--- src/rtl/galaga_lib.sv ---
// Shared Galaga definitions: key codes, playfield limits, ship geometry and the missile types
// used by the player missile scheduler.
package galaga_lib;

    localparam logic [7:0] SPACE_KEY = 8'h2C;

    localparam logic [9:0] X_Min     = 10'd0;
    localparam logic [9:0] Y_Min     = 10'd0;
    localparam logic [9:0] ShipXSize = 10'd16;
    localparam logic [9:0] ShipYSize = 10'd16;

    typedef enum logic {READY, COOL} fire_state_t;

    typedef struct packed {
        logic       act;
        logic [9:0] x;
        logic [9:0] y;
    } missile_t;

endpackage

--- src/rtl/missile_slot.sv ---
// One missile slot: spawn on launch, retire on hit or at the top edge, otherwise climb one
// step per frame; also reports whether the current pixel falls inside this missile.
module missile_slot
    import galaga_lib::*;
#(
    parameter int MISSILE_STEP = 4,
    parameter int MISSILE_W    = 2,
    parameter int MISSILE_H    = 8
) (
    input  logic       frame_clk,
    input  logic       Reset_n,
    input  logic       launch,
    input  logic [9:0] spawnX,
    input  logic [9:0] spawnY,
    input  logic       hit,
    input  logic [9:0] DrawX,
    input  logic [9:0] DrawY,
    output missile_t   slot,
    output logic       pixelOn
);

    localparam logic [9:0] STEP     = 10'(MISSILE_STEP);
    localparam logic [9:0] RETIRE_Y = 10'(Y_Min + STEP);

    logic [10:0] xEnd;
    logic [10:0] yEnd;

    // NOTE: slot registers take the asynchronous reset like any other state, so a reset
    // mid-flight clears them immediately instead of waiting for a frame edge.
    always_ff @(posedge frame_clk or negedge Reset_n) begin
        if (!Reset_n) begin
            slot <= '0;
        end else if (launch) begin
            slot <= '{act: 1'b1, x: spawnX, y: spawnY};
        end else if (slot.act) begin
            // NOTE: non-blocking assignments: every field updates from its pre-edge value.
            if (hit || slot.y < RETIRE_Y) begin
                slot.act <= 1'b0;
            end else begin
                slot.y <= slot.y - STEP;
            end
        end
    end

    // Extended by one bit so a missile hugging the right/bottom edge does not wrap its span.
    assign xEnd = {1'b0, slot.x} + 11'(MISSILE_W);
    assign yEnd = {1'b0, slot.y} + 11'(MISSILE_H);

    always_comb begin
        pixelOn = slot.act
                  && DrawX >= slot.x && {1'b0, DrawX} <= xEnd
                  && DrawY >= slot.y && {1'b0, DrawY} <= yEnd;
    end

endmodule

--- src/rtl/player_missile_ctrl.sv ---
// Player missile scheduler: SPACE edge detect, launch cooldown FSM and lowest-free slot
// allocation, with one missile_slot per concurrent missile.
module player_missile_ctrl
    import galaga_lib::*;
#(
    parameter int N_MISSILES   = 2,
    parameter int MISSILE_STEP = 4,
    parameter int COOLDOWN     = 8,
    parameter int MISSILE_W    = 2,
    parameter int MISSILE_H    = 8
) (
    input  logic                    frame_clk,
    input  logic                    Reset_n,
    input  logic [15:0]             keycode,
    input  logic [9:0]              ShipX,
    input  logic [9:0]              ShipY,
    input  logic [N_MISSILES-1:0]   MissileHit,
    input  logic [9:0]              DrawX,
    input  logic [9:0]              DrawY,
    output logic                    MissileOn,
    output logic [10*N_MISSILES-1:0] MissileX,
    output logic [10*N_MISSILES-1:0] MissileY,
    output logic [N_MISSILES-1:0]   MissileAct,
    output logic                    FireEvt
);

    localparam int CD_W = $clog2(COOLDOWN + 1);

    fire_state_t           state;
    logic [CD_W-1:0]       cooldown;
    logic                  spaceQ;
    logic                  spaceHeld;
    logic                  fireReq;
    logic                  spawnOk;
    logic [9:0]            spawnX;
    logic [9:0]            spawnY;
    logic                  slotFound;
    logic [N_MISSILES-1:0] launchVec;
    logic [N_MISSILES-1:0] onVec;

    assign spaceHeld = (keycode[7:0] == SPACE_KEY) || (keycode[15:8] == SPACE_KEY);
    assign fireReq   = spaceHeld && !spaceQ;

    // A ship too close to the top would spawn at a wrapped y, so such a launch is refused.
    assign spawnOk = ShipY >= 10'(MISSILE_H);
    assign spawnX  = ShipX + ShipXSize / 2 - 10'(MISSILE_W / 2);
    assign spawnY  = ShipY - 10'(MISSILE_H);

    // Lowest-index free slot wins; free/busy comes from registered act only.
    always_comb begin
        // NOTE: defaults first so every path assigns launchVec and slotFound (no latch).
        launchVec = '0;
        slotFound = 1'b0;
        for (int i = 0; i < N_MISSILES; i++) begin
            if (!MissileAct[i] && !slotFound) begin
                launchVec[i] = (state == READY) && fireReq && spawnOk;
                slotFound    = 1'b1;
            end
        end
    end

    always_ff @(posedge frame_clk or negedge Reset_n) begin
        if (!Reset_n) begin
            state    <= READY;
            cooldown <= '0;
            spaceQ   <= 1'b0;
            FireEvt  <= 1'b0;
        end else begin
            spaceQ  <= spaceHeld;
            FireEvt <= |launchVec;
            case (state)
                READY: begin
                    if (|launchVec) begin
                        state    <= COOL;
                        cooldown <= CD_W'(COOLDOWN);
                    end
                end
                COOL: begin
                    cooldown <= cooldown - CD_W'(1);
                    if (cooldown <= CD_W'(1)) begin
                        state <= READY;
                    end
                end
                default: state <= READY;
            endcase
        end
    end

    for (genvar i = 0; i < N_MISSILES; i++) begin : gSlot
        missile_t slot;

        missile_slot #(
            .MISSILE_STEP(MISSILE_STEP),
            .MISSILE_W   (MISSILE_W),
            .MISSILE_H   (MISSILE_H)
        ) uSlot (
            .frame_clk(frame_clk),
            .Reset_n  (Reset_n),
            .launch   (launchVec[i]),
            .spawnX   (spawnX),
            .spawnY   (spawnY),
            .hit      (MissileHit[i]),
            .DrawX    (DrawX),
            .DrawY    (DrawY),
            .slot     (slot),
            .pixelOn  (onVec[i])
        );

        assign MissileAct[i]        = slot.act;
        assign MissileX[10*i +: 10] = slot.x;
        assign MissileY[10*i +: 10] = slot.y;
    end

    assign MissileOn = |onVec;

endmodule

--- config.mk ---
export PLATFORM = sky130hd
export DESIGN_NAME = player_missile_ctrl
export DESIGN_NICKNAME = d
export VERILOG_FILES = /design/src/rtl/galaga_lib.sv /design/src/rtl/missile_slot.sv /design/src/rtl/player_missile_ctrl.sv
export SDC_FILE = /design/constraint.sdc
export NUM_CORES = 1
export LEC_CHECK = 0
export ABC_CLOCK_PERIOD_IN_PS = 4100
export CORE_MARGIN = 3
export CORE_UTILIZATION = 28
export DETAILED_ROUTE_END_ITERATION = 8
export MAX_ROUTING_LAYER = met4
export SYNTH_ARGS = -nofsm -noshare
export SYNTH_HDL_FRONTEND = slang
export SYNTH_SLANG_ARGS = --single-unit
--- constraint.sdc ---
create_clock -name frame_clk -period 4.1 [get_ports frame_clk]
set_input_delay 1.025 -clock frame_clk [delete_from_list [all_inputs] [get_ports frame_clk]]
set_output_delay 1.025 -clock frame_clk [all_outputs]
set_load 0.05 [all_outputs]
Word-level counts from Yosys, hierarchy flattened
Index checks and enable logic that the tools add are counted.
{ "word_totals": {"ff_bits": 49, "output_inout_bits": 44} }
{ "classes": {"n_addsub": 10, "magnitude_cmp": 12, "n_eq_ne": 5, "mux": 19, "bitwise": 1, "n_reduce_logical": 23} }
{ "ops": {"columns": ["cell", "n"], "rows": [
  ["2-to-1 mux 10 bit", 6],
  ["less-or-equal comparator 10 x 11 -> 1 bit", 4],
  [">= comparator 10 bit", 4],
  ["adder 10 x 2 -> 11 bit, second input constant", 2],
  ["adder 10 x 4 -> 11 bit, second input constant", 2],
  ["less-than comparator 10 x 3 -> 1 bit, second input constant", 2],
  ["subtractor 10 x 3 -> 10 bit, second input constant", 2],
  ["equality test 8 x 6 -> 1 bit, second input constant", 2],
  ["logical AND 1 bit", 12],
  ["adder 10 x 4 -> 10 bit, second input constant", 1],
  [">= comparator 10 x 4 -> 1 bit, second input constant", 1],
  ["2-to-1 mux 1 bit", 10],
  ["subtractor 10 x 1 -> 10 bit, second input constant", 1],
  ["subtractor 10 x 4 -> 10 bit, second input constant", 1],
  ["one-hot mux 4 bit (2 select lines)", 1],
  ["inequality test 2 x 1 -> 1 bit, second input constant", 3],
  ["less-or-equal comparator 4 x 1 -> 1 bit, second input constant", 1],
  ["2-to-1 mux 4 bit", 1],
  ["AND reduction 2 bit", 2],
  ["nonzero test 2 bit", 2],
  ["OR reduction 2 bit", 2],
  ["subtractor 4 x 1 -> 4 bit, second input constant", 1],
  ["logical OR 1 bit", 3],
  ["zero test 1 bit", 2],
  ["other kinds (2)", 2]
]} }

Logic depth before layout (Yosys ltp)
{ "logic_depth": {"depth_word": 9, "ltp_mapped": 12} }

Cells and area by module
From an unflattened synthesis, not the netlist that was laid out.
{ "unflattened": {"hier_cells": 552, "area_unflattened_um2": 4809.6} }
{ "modules_own_cells": {"columns": ["mod", "n_inst", "cells_each", "area_per_inst_um2"], "rows": [
  ["missile_slot", 2, 237, 2078.2],
  ["player_missile_ctrl", 1, 78, 653.1]
]} }

Worst setup path after synthesis
Ideal clock, no wire load.
{ "synth_path": {"path_type": "flip-flop to output port", "start": "register, netlist name gSlot[1].uSlot.slot[5]", "end": "output port MissileOn", "t_arrival_ns": 3.372, "t_required_ns": 3.075, "path_slack_ns": -0.297, "stages_incl_launch_ff": 13, "cell_sequence": "dfrtp_1 clkbuf_2 inv_1 nor3_1 nand3_1 xnor2_1 ha_1 a21o_1 a211oi_1 o21ai_0 o211ai_1 nand4_1 o22ai_1"} }
{ "synth_between": {"elab_chain_len": 4} }
{ "synth_lines": {"columns": ["item", "line", "text"], "rows": [
  ["adder 10 x 4 -> 11 bit / >= comparator 10 bit (equally long branches)", "missile_slot.sv:47, missile_slot.sv:52", null],
  ["less-or-equal comparator 10 x 11 -> 1 bit / logical AND 1 bit (equally long branches)", "missile_slot.sv:52", "&& DrawY >= slot.y && {1'b0, DrawY} <= yEnd;"],
  ["logical AND 1 bit (*)", "missile_slot.sv:52", null],
  ["OR reduction 2 bit (*)", "player_missile_ctrl.sv:114", "assign MissileOn = |onVec;"],
  ["to (decl)", "player_missile_ctrl.sv:20", "output logic MissileOn,"]
]} }
Every way passes the cells marked *; elsewhere a longest branch is shown, timed or not.

Final worst setup path
{ "layout_path": {"start": "input port DrawY[6]", "end": "output port MissileOn"} }
{ "layout_between": {"elab_chain_len": 4} }
{ "layout_lines": {"columns": ["item", "line", "text"], "rows": [
  ["from (decl)", "player_missile_ctrl.sv:19", "input logic [9:0] DrawY,"],
  [">= comparator 10 bit", "missile_slot.sv:52", null],
  ["logical AND 1 bit (2 in a row)", "missile_slot.sv:52", null],
  ["OR reduction 2 bit (*)", "player_missile_ctrl.sv:114", null]
]} }
Marked as above.

==> results summary <==
The average via count per standard cell is 4.948. Entering global routing, the biggest net connects 28 pins. After synthesis, the mean cell area works out to 8.691 um^2. The DRC violations left is 0.

In this run, synthesis inferred 0 flip-flops with an integrated enable. The clock drives a little under 50 sinks. The H-tree was split into 2 levels. The count of buffers inserted at the top-level ports is 103. The congestion estimate from routability-driven global placement came to 0.9031. The routed length per instance came out at 16.25 um. The maximum vdd drop is 0.1658 mV. The number of fill cells is approximately 1,600. The count of different cell masters after synthesis is 51. The placed instance area came out at 6171 um^2. The total wire length is 14.45 mm.

The arrival time at the worst endpoint is between 2000 and 3000 ps. Summed over all instances, the cell type with the most area after synthesis is dfrtp_1. The share of post-route cells with drive strength above 1 came out at 12.93%. The die area came out at 18,420 um^2. The run finished with clean final reports.

The number of antenna violations at the first check in global routing came out at 0. The tool flagged a number of max-cap violations equal to 0. Among all flip-flop cells after synthesis, the most frequent one is dfrtp_1. The global-route usage over all layers came out at 15.95%. The global-route wire length before repair is approximately 23 mm. The number of warnings printed during yosys synthesis came out at 0. The number of buffers created by CTS came out at 5. The share of flip-flops with an asynchronous set or reset is 100.0%. The critical path is of the in -> out type. The post-cts hold buffer count is 0. At the pin with the least slew margin, the transition time is 610.2 ps.

The clock passes through at most 2 buffers. Once the floorplan was initialized, standard cells occupied roughly 30% of the core. The highest net fanout along the worst path came out at 3. The number of routed nets with antenna violations came out at 0. The power per cell area came out at around 340 nW/um^2. Of the post-synthesis cell area, the dominant cell type holds approximately a quarter. After layout, the worst path uses 97.64% of the clock period. The via count of the first global-routing pass came out at 4,507. The headroom to the max-slew limit is 59.32%. The aggregate negative setup slack came out at 0 ps.

The core box area is 16,170 um^2. The number of nets in the finished design came out at 818. The half-perimeter wire length of the detailed placement result is 12.11 mm. The final setup violation count came out at 0. The end-of-flow core utilization came out at 40.45%. The required time reported for the critical path endpoint is 3070 ps. The overall via count from detail_route is 4,399. The worst setup path is launched from an input pin.

The total iterations of the first detailed-routing run is 5. The die width is between 100 and 150 um. The tree is rooted in a clkbuf_16.

The I/O pin count is 104. The area added between synthesis and finish is 38.88%. The finished cells cover between 6000 and 7000 um^2. The hold violation count in the final report came out at 0. The path class of the tightest hold or removal check is reg -> reg. The clock tree from TritonCTS is built. The first routing iteration left 174 violations. Counting flops and latches in the post-synthesis netlist gives 49. The leakage power summed over all cells is roughly 0.0029 uW. In the post-synthesis netlist, the biggest area contributors are dfrtp_1 (26%), ha_1 (23%), xnor2_1 (7.8%).

0 antenna diodes ended up in the layout. The share of synthesized area occupied by flip-flops and latches is between 20% and 30%. The total design power came out at about 2200 uW. The highest clock rate came out at 249.8 MHz. The final critical-path required period came out at 4003 ps. The max-slew violation count was 0.

The number of nets handed over by synthesis was 688. The worst setup path is captured at an output port. The post-synthesis instance total came out at 542. Summed over all layers, the global routing overflow is 0.

The clock latency on the worst-skew pair came out at 290 ps. The synthesized netlist occupies a cell area of around 4700 um^2. The height of the die is approximately 140 um. The worst clock skew came out at 4.234 ps. The clock edge transition at the registers on the reported setup and hold paths is 60 ps.

The floorplan has between 40 and 50 rows.
-- cells in the mapped netlist (6+ instances only) --
cell       n
nand3_1   29
nand2_1   42
xor2_1     9
o21ai_0   41
ha_1      86
a21oi_1   25
a211oi_1   8
o21ai_1    8
nor2_1    20
nand4_1    8
xnor2_1   42
dfrtp_1   49
o21a_1     6
inv_1     59
nor3_1    18
nand2b_1   8
a21o_1     8
-- registers in the layout, summed over array words and instances, names as in the netlist --
name and cells:
gSlot.uSlot.slot 42, cooldown 4, FireEvt 1, spaceQ 1
state 1
-- cells by family (layout without fill, tap and decap cells) --
group / Yosys count / in the layout / synth area share, %
fa+ha+maj: 86 / 86 / 22.84
xor+xnor: 51 / 51 / 9.482
flops: 49 / 49 / 26.03
mux: 9 / 9 / 2.072
simple gates: 156 / 156 / 17.11
buf+inv: 71 / 202 / 6.613
compound gates: 120 / 120 / 15.86
-- power breakdown --
group / switching [uW] / total, uW / leakage (uW) / internal, uW
logic: 651 / 1120 / 0.00220 / 467
clock network: 186 / 415 / 0.0000704 / 229
registers: 106 / 665 / 0.000607 / 560
total: 942 / 2200 / 0.00288 / 1260
-- final cells by class --
cell class / instances / area, um^2 / area share (%)
Multi-Input combinational cell: 422 / 3366 / 51.44
Timing Repair Buffer: 135 / 1300 / 19.87
Sequential cell: 49 / 1235 / 18.88
Tap cell: 216 / 270.3 / 4.131
Inverter: 59 / 221.5 / 3.385
Clock buffer: 5 / 125.1 / 1.912
Clock inverter: 3 / 25.02 / 0.3825
-- stage by stage --
step	hold slack [ps]	instances	worst slack (ps)
finish	541.6	889	96.59
floorplan	496.2	542	67.76
global route	557.4	889	-13.39
detailed placement	522.7	878	-105.0
global placement	515.0	878	-130.9
CTS	541.8	886	-0.0008882
-- worst max-delay path, stage by stage --
cell and delay, ps:
clkdlybuf4s50_1 470, ha_1 340, nand3_2 90, nor4_2 270, a31oi_1 70, o211ai_1 130, nand4_1 190, o22ai_4 220
buf_12 160
-- cells in the final DEF, fill, tap and decap left out, drive strengths merged, types with 9 or more instances in the layout --
cell type	count
xor2	9
o21ai	49
a21oi	25
buf	34
nand3	29
nor2	21
dfrtp	49
ha	86
nor3	18
nand2	43
inv	60
clkdlybuf4s50	89
xnor2	42
nand4	10
-- metal layers --
metal | global-route usage (%) | share of wire, % | vias up
met2 | 27.27 | 50 | 88
met3 | 1.895 | 3.6 | 11
met5 | - | 0 | -
met1 | 20.20 | 45 | 2106
met4 | 3.807 | 1.1 | 0
li1 | - | - | 2194
-- what timing repair did --
| item | CTS | global route |
|---|---|---|
| resized for setup | 21 | 30 |
| endpoints found under the setup margin | 1 | 1 |
| buffers inserted | 0 | 3 |
| pin swaps | 16 | 12 |
-- worst paths after layout --
kind	start	endpoint	slack (ps)	cells after the start
max reg2reg	gSlot[1].uSlot.slot[5]	gSlot[1].uSlot.slot[8]	1950	7
min reg2reg	gSlot[0].uSlot.slot[1]	gSlot[0].uSlot.slot[1]	540	1
max	DrawY[6]	MissileOn	100	9
min in group asynchronous	Reset_n	gSlot[0].uSlot.slot[20]	730	1
min	gSlot[0].uSlot.slot[1]	gSlot[0].uSlot.slot[1]	540	1
max in group asynchronous	Reset_n	gSlot[1].uSlot.slot[12]	2600	2
Power figures use the tool's default switching activity.
